==> src/rtl/serial_add_sub_if.sv <==
// Operand/result handshake bundle for the digit-serial add/subtract unit.
// The master drives operands and accepts results; the slave is the arithmetic unit.
interface serial_add_sub_if #(
  parameter int WIDTH = 8
);
  logic             in_valid;
  logic             in_ready;
  logic [WIDTH-1:0] a;
  logic [WIDTH-1:0] b;
  logic             cin;
  logic             sub;
  logic             out_valid;
  logic             out_ready;
  logic [WIDTH-1:0] sum;
  logic             cout;
  logic             ovf;

  modport master (
    output in_valid, a, b, cin, sub, out_ready,
    input  in_ready, out_valid, sum, cout, ovf
  );

  modport slave (
    input  in_valid, a, b, cin, sub, out_ready,
    output in_ready, out_valid, sum, cout, ovf
  );
endinterface

==> src/rtl/serial_add_sub.sv <==
// Digit-serial add/subtract: DIGIT bits per clock, LSB first, carry held in a flop.
// Subtraction is a + ~b + ~cin, so cout=1 means "no borrow".
//
// state | meaning
// IDLE  | ready for an operand pair
// RUN   | one DIGIT-bit slice per cycle
// DONE  | result held until consumer accepts
module serial_add_sub #(
  parameter int WIDTH = 8,
  parameter int DIGIT = 1
) (
  input  logic             clk,
  input  logic             rst_n,
  serial_add_sub_if.slave  bus
);
  localparam int STEPS = WIDTH / DIGIT;
  localparam int CW    = (STEPS > 1) ? $clog2(STEPS) : 1;

  generate
    if (WIDTH < 2 || DIGIT < 1 || (WIDTH % DIGIT) != 0) begin : g_bad_params
      $error("serial_add_sub: WIDTH must be >= 2 and a multiple of DIGIT");
    end
  endgenerate

  typedef enum logic [1:0] {IDLE, RUN, DONE} state_t;

  state_t           r_state;
  state_t           w_state_nxt;
  logic [CW-1:0]    r_cnt;
  logic             r_carry;
  logic [WIDTH-1:0] r_a;
  logic [WIDTH-1:0] r_b;
  logic [WIDTH-1:0] r_sum;
  logic             r_cout;
  logic             r_ovf;

  logic             w_in_ready;
  logic             w_out_valid;
  logic             w_last;
  logic [DIGIT:0]   w_slice;
  logic             w_c_msb;
  logic [WIDTH-1:0] w_sum_nxt;

  assign w_slice = {1'b0, r_a[DIGIT-1:0]} + {1'b0, r_b[DIGIT-1:0]} + {{DIGIT{1'b0}}, r_carry};
  // Carry into the slice's top bit recovered from its sum bit and operand bits.
  assign w_c_msb = w_slice[DIGIT-1] ^ r_a[DIGIT-1] ^ r_b[DIGIT-1];
  assign w_last  = (r_cnt == CW'(STEPS - 1));

  generate
    if (DIGIT == WIDTH) begin : g_sum_full
      assign w_sum_nxt = w_slice[DIGIT-1:0];
    end else begin : g_sum_shift
      assign w_sum_nxt = {w_slice[DIGIT-1:0], r_sum[WIDTH-1:DIGIT]};
    end
  endgenerate

  always_ff @(posedge clk or negedge rst_n) begin
    if (!rst_n) r_state <= IDLE;
    else        r_state <= w_state_nxt;
  end

  always_comb begin
    w_state_nxt = r_state;
    w_in_ready  = 1'b0;
    w_out_valid = 1'b0;
    case (r_state)
      IDLE: begin
        w_in_ready = 1'b1;
        if (bus.in_valid) w_state_nxt = RUN;
      end
      RUN: begin
        if (w_last) w_state_nxt = DONE;
      end
      DONE: begin
        w_out_valid = 1'b1;
        if (bus.out_ready) w_state_nxt = IDLE;
      end
      default: w_state_nxt = IDLE;
    endcase
  end

  always_ff @(posedge clk or negedge rst_n) begin
    if (!rst_n) begin
      r_cnt   <= '0;
      r_carry <= 1'b0;
      r_a     <= '0;
      r_b     <= '0;
      r_sum   <= '0;
      r_cout  <= 1'b0;
      r_ovf   <= 1'b0;
    end else begin
      case (r_state)
        IDLE: begin
          if (bus.in_valid) begin
            r_a     <= bus.a;
            r_b     <= bus.sub ? ~bus.b : bus.b;
            r_carry <= bus.sub ^ bus.cin;
            r_cnt   <= '0;
          end
        end
        RUN: begin
          r_a     <= r_a >> DIGIT;
          r_b     <= r_b >> DIGIT;
          r_sum   <= w_sum_nxt;
          r_carry <= w_slice[DIGIT];
          r_cnt   <= r_cnt + CW'(1);
          if (w_last) begin
            r_cout <= w_slice[DIGIT];
            r_ovf  <= w_c_msb ^ w_slice[DIGIT];
          end
        end
        default: ;
      endcase
    end
  end

  assign bus.in_ready  = w_in_ready;
  assign bus.out_valid = w_out_valid;
  assign bus.sum       = r_sum;
  assign bus.cout      = r_cout;
  assign bus.ovf       = r_ovf;
endmodule

==> src/flat_wrapper.sv <==
// flat-port wrapper written by rule: the top's interface ports become plain ports
module serial_add_sub_flat 
#(
  parameter int WIDTH = 8,
  parameter int DIGIT = 1
)
  (clk, rst_n, bus_in_valid, bus_a, bus_b, bus_cin, bus_sub, bus_out_ready, bus_in_ready, bus_out_valid, bus_sum, bus_cout, bus_ovf);
  serial_add_sub_if #(.WIDTH(WIDTH)) bus_i ();
  input  logic clk;
  input  logic rst_n;
  input wire logic [$bits(bus_i.in_valid)-1:0] bus_in_valid;
  input wire logic [$bits(bus_i.a)-1:0] bus_a;
  input wire logic [$bits(bus_i.b)-1:0] bus_b;
  input wire logic [$bits(bus_i.cin)-1:0] bus_cin;
  input wire logic [$bits(bus_i.sub)-1:0] bus_sub;
  input wire logic [$bits(bus_i.out_ready)-1:0] bus_out_ready;
  output wire logic [$bits(bus_i.in_ready)-1:0] bus_in_ready;
  output wire logic [$bits(bus_i.out_valid)-1:0] bus_out_valid;
  output wire logic [$bits(bus_i.sum)-1:0] bus_sum;
  output wire logic [$bits(bus_i.cout)-1:0] bus_cout;
  output wire logic [$bits(bus_i.ovf)-1:0] bus_ovf;
  assign bus_i.in_valid = bus_in_valid;
  assign bus_i.a = bus_a;
  assign bus_i.b = bus_b;
  assign bus_i.cin = bus_cin;
  assign bus_i.sub = bus_sub;
  assign bus_i.out_ready = bus_out_ready;
  assign bus_in_ready = bus_i.in_ready;
  assign bus_out_valid = bus_i.out_valid;
  assign bus_sum = bus_i.sum;
  assign bus_cout = bus_i.cout;
  assign bus_ovf = bus_i.ovf;
  serial_add_sub #(.WIDTH(WIDTH), .DIGIT(DIGIT)) u_core (.clk(clk), .rst_n(rst_n), .bus(bus_i));
endmodule
==> config.mk <==
export PLATFORM = sky130hd
export DESIGN_NAME = serial_add_sub_flat
export DESIGN_NICKNAME = d
export VERILOG_FILES = /design/src/rtl/serial_add_sub_if.sv /design/src/rtl/serial_add_sub.sv /design/src/flat_wrapper.sv
export SDC_FILE = /design/constraint.sdc
export NUM_CORES = 1
export LEC_CHECK = 0
export ABC_CLOCK_PERIOD_IN_PS = 3560
export CAP_MARGIN = 10
export CORE_UTILIZATION = 54
export DETAILED_ROUTE_END_ITERATION = 10
export PLACE_DENSITY = 0.92
export SETUP_SLACK_MARGIN = 0.02
export SYNTH_ARGS = -nofsm -noshare
export SYNTH_HDL_FRONTEND = slang
export SYNTH_SLANG_ARGS = --single-unit
==> constraint.sdc <==
create_clock -name clk -period 3.56 [get_ports clk]
set_clock_uncertainty 0.1 [all_clocks]
set_input_delay 0.534 -clock clk [delete_from_list [all_inputs] [get_ports clk]]
set_output_delay 0.534 -clock clk [all_outputs]
set_load 0.05 [all_outputs]
Word level (Yosys, flattened, before mapping) --
Index checks and enable logic that the tools add are counted.
Word-level totals: register bits 32, output and inout bits 12
Operators by class: add/sub/neg operators 3, equal/unequal tests 6, multiplexer cells 15, bitwise logic cells 5, reduce and logical (&&, ||, !) cells 5
Operators by type and width (count):
- $pmux W8 S2 | 2
- $mux W8 | 3
- $not A8 Y8 | 1
- $mux W2 | 3
- $pmux W2 S3 | 1
- $pmux W3 S2 | 1
- $ne A2 B2 Y1 const B | 2
- $reduce_and A2 Y1 | 2
- $xor A1 B1 Y1 | 4
- $add A3 B1 Y3 const B | 1
- $eq A3 B3 Y1 const B | 1
- $mux W1 | 3
- $mux W3 | 1
- $reduce_and A3 Y1 | 1
- $add A1 B1 Y2 | 1
- $add A2 B1 Y2 | 1
- $eq A2 B1 Y1 const B | 1
- $eq A2 B2 Y1 const B | 1
- $logic_not A2 Y1 | 1
- $ne A2 B1 Y1 const B | 1
- $pmux W1 S2 | 1
- $reduce_bool A2 Y1 | 1

Longest topological paths before layout --
depth after elaboration 5, mapped depth 5, depth with buffers taken out 5

Worst setup path before layout --
OpenSTA, ideal clock, no wires.
path kind register to output, start register u_core.r_state[1], end output bus_out_valid, arrival time 1.293 ns, path slack 1.633 ns, cell stages (with the launch flop) 3, buffers on the path 1, cells stage by stage dfrtp_1 -> clkbuf_2 -> nor2b_1
Between the ends: longest elaborated chain between the ends 2
Ends and longest elaborated chain:
- start, declared | RTL line serial_add_sub.sv:27 | state_t r_state;
- start signal, assigned | RTL line serial_add_sub.sv:59 | else r_state <= w_state_nxt;
- $eq A2 B2 Y1 | RTL line serial_add_sub.sv:66 | case (r_state)
- $mux W1 | RTL line serial_add_sub.sv:66
- end, declared | RTL line flat_wrapper.sv:18 | output wire logic [$bits(bus_i.out_valid)-1:0] bus_out_valid;
No other way between the ends.

Final worst setup path --
start register u_core.r_state[0], end output bus_in_ready
Between the ends: longest elaborated chain between the ends 2
Ends and longest elaborated chain:
- $logic_not A2 Y1 | RTL line serial_add_sub.sv:66
- $mux W1 | RTL line serial_add_sub.sv:66
- end, declared | RTL line flat_wrapper.sv:17 | output wire logic [$bits(bus_i.in_ready)-1:0] bus_in_ready;
No other way between the ends.

==> flow_metrics.env <==
export IMPL_crit_fanout=23
export IMPL_synth_compound_area_share_pct=19.3
export IMPL_fin_tns_setup_ns=0
export IMPL_cts_buffers_inserted=5
export IMPL_fin_crit_ns=2.90
export IMPL_slowest_stage="clkdlybuf4s50_1"
export IMPL_place_area_um2=1870
export IMPL_syn_avg_cell_area_um2=10.8
export IMPL_wl_met1_mm=1.23
export IMPL_fin_nets=203
export IMPL_io_buffers=33
export IMPL_period_share_pct=81.3
export IMPL_slew_violations=0
export IMPL_worst_pin_slew_ns=0.981
export IMPL_cts_tree="done"
export IMPL_grt_pass1_wl_mm=5.18
export IMPL_slew_limit_headroom_pct=34.6
export IMPL_final_cell_mix="nand2_1 (44), clkdlybuf4s50_1 (33), dfrtp_1 (32), o21ai_1 (10)"
export IMPL_ys_types=27
export IMPL_drive_above_1_share_pct=12.3
export IMPL_r2r_end="u_core.r_a[3]$_DFFE_PN0P_"
export IMPL_synth_top_family_by_area="compound AO/OA/AOI/OAI gates"
export IMPL_route_met3_wl_um=149
export IMPL_dpl_hpwl_mm=2.14
export IMPL_syn_nets=173
export IMPL_die_width_um=56.3
export IMPL_clockBufferDepth=2
export IMPL_drc=0
export IMPL_hold_violations=0
export IMPL_hold_end="u_core.r_a[6]$_DFFE_PN0P_"
export IMPL_ctsResizeCount=0
export IMPL_clk_pin_slew_worst_paths_ns=0.10
export IMPL_leakage_nw=0.846
export IMPL_critical_path_class="reg -> out"
export IMPL_slowest_delay_ns=0.85
export IMPL_drt_total_wl_mm=3.01
export IMPL_dieArea_um2=3170
export IMPL_clk_latency_ns=0.33
export IMPL_topRoutingLayerUsed="met4"
export IMPL_setup_violations=0
export IMPL_via_per_inst=5.53
export IMPL_htree_levels=2
export IMPL_critPathLaunchType="flip-flop"
export IMPL_core_area_um2=2780
export IMPL_overflow=0
export IMPL_r2r_setup_slack_ns=1.40
export IMPL_fin_area_um2=1930
export IMPL_place_congestion=0.759
export IMPL_initial_utilization_pct=57.2
export IMPL_post_cts_setup_buffer_count=0
export IMPL_r2r_start="u_core.r_state[0]$_DFFE_PN0P_"
export IMPL_worstPathCellList="nor2_1 > clkdlybuf4s50_1"
export IMPL_synth_seq_cells=32
export IMPL_power_density_nw_per_um2=839
export IMPL_rows=19
export IMPL_dr_pass1_iters=5
export IMPL_wl_met2_mm=1.58
export IMPL_critPathArrivalTime_ns=2.26
export IMPL_die_y_um=56.3
export IMPL_synthMuxAreaShare_pct=0.943
export IMPL_setup_worst_path_end_class="output pin"
export IMPL_ys_warn_count=0
export IMPL_final_common_cell="nand2_1"
export IMPL_outcome="finished, final reports clean"
export IMPL_diodes=0
export IMPL_clock_sinks=32
export IMPL_wl_per_cell_um=14.3
export IMPL_rsz0062_at_grt="false"
export IMPL_hold_depth=2
export IMPL_cts_root_buf="clkbuf_4"
export IMPL_hp_start="u_core.r_a[6]$_DFFE_PN0P_"
export IMPL_syn_to_final_growth_pct=21.3
export IMPL_antenna_left=0
export IMPL_netlist_area_um2=1590
export IMPL_critical_path_required_ns=2.93
export IMPL_postCtsHoldBufs=0
export IMPL_hp_class="reg -> reg"
export IMPL_via_count=1161
export IMPL_antenna_found_initial=0
export IMPL_grt_pass1_vias=1223
export IMPL_ir_drop_mv=0.715
export IMPL_r2r_cells=3
export IMPL_drv_cap=0
export IMPL_grt_max_degree=33
export IMPL_track_usage_pct=21.3
export IMPL_synth_xor_area_share_pct=6.60
export IMPL_synth_fa_ha_area_share_pct=2.83
export IMPL_io_pins=34
export IMPL_seq_area_frac_synth_pct=50.3
export IMPL_syn_instance_count=148
export IMPL_fmax_ghz=0.345
export IMPL_synth_simple_gate_area_share_pct=14.0
export IMPL_drt_iter0_drc=32
-- routing by layer --
metal,global-route usage (%),up-vias
li1,-,555
met1,23.5,558
met2,38.9,41
met3,4.61,7
met4,9.76,0
met5,0,-
-- Yosys cell counts --
cell type  instances  area (um^2)
a21oi_1            1         5.00
a22o_1             2         17.5
a22oi_1            6         45.0
a22oi_2            9          113
a32o_1             1         10.0
buf_12             1         20.0
buf_2              2         10.0
buf_4              1         7.51
buf_6              4         45.0
clkbuf_1           1         3.75
clkbuf_2           2         10.0
dfrtp_1           32          801
fa_1               1         20.0
ha_1               2         25.0
mux2_4             1         15.0
nand2_1           44          165
nand2b_1           2         12.5
nand3b_4           1         20.0
nor2_1             1         3.75
nor2b_1            2         12.5
nor2b_2            1         8.76
o21ai_0            6         30.0
o21ai_1           10         50.1
o21ai_2            2         17.5
o21bai_4           1         18.8
xnor2_1            3         26.3
xor2_1             9         78.8
-- worst max path at each step --
stage,startpoint,end,depth (start not counted)
final,u_core.r_state[0]$_DFFE_PN0P_,bus_in_ready,2
after global placement,u_core.r_state[0]$_DFFE_PN0P_,bus_out_valid,2
after CTS,u_core.r_state[0]$_DFFE_PN0P_,bus_in_ready,2
after global routing,u_core.r_state[1]$_DFFE_PN0P_,bus_out_valid,2
after floorplan,u_core.r_state[1]$_DFFE_PN0P_,bus_out_valid,2
after detailed placement,u_core.r_state[0]$_DFFE_PN0P_,bus_in_ready,2
-- logic make-up (layout without fill, tap and decap cells) --
| logic type | after synthesis | in the layout |
|---|---|---|
| mux | 1 | 1 |
| compound gates | 38 | 38 |
| flops | 32 | 32 |
| simple gates | 51 | 51 |
| xor+xnor | 12 | 12 |
| fa+ha+maj | 3 | 3 |
| buf+inv | 11 | 42 |
-- flip-flops by register name (all words and copies together), names as in the netlist --
register and cells:
u_core.r_b 8, u_core.r_cnt 3, u_core.bus.ovf 1, u_core.r_state 2, u_core.bus.sum 8, u_core.bus.cout 1, u_core.r_a 8, u_core.r_carry 1
-- metrics by stage --
stage          utilization (%)  power [mW]  hold slack (ns)  setup WS [ns]  cells
2_1_floorplan                -        1.23            0.138           1.63    148
3_3_place_gp              67.3        1.37            0.358           1.11    202
3_5_place_dp              67.3        1.41            0.377           1.03    202
4_1_cts                   69.4        1.63            0.398          0.662    210
5_1_grt                   69.4        1.72            0.423          0.601    210
6_report                  69.4        1.62            0.396          0.665    210
-- critical path: cells and delay by family (launching register included) --
kind | cells | cell delay (ns)
buffers and inverters | 1 | 0.85
DFF | 1 | 0.75
and+or+nand+nor | 1 | 0.33
-- final cells by class --
type / instances / area (um^2)
flip-flops and latches: 32 / 801
repair buffers: 34 / 338
multi-input cells: 105 / 694
clock buffers: 8 / 58.8
fillers: 216 / 851
well taps: 31 / 38.8
-- power breakdown --
group | leakage (nW) | internal, mW | switching [mW]
sequential | 0.414 | 0.508 | 0.145
clock | 0.0326 | 0.0974 | 0.119
combinational | 0.399 | 0.313 | 0.437
total | 0.846 | 0.918 | 0.701
(Power assumes the default switching activity.)
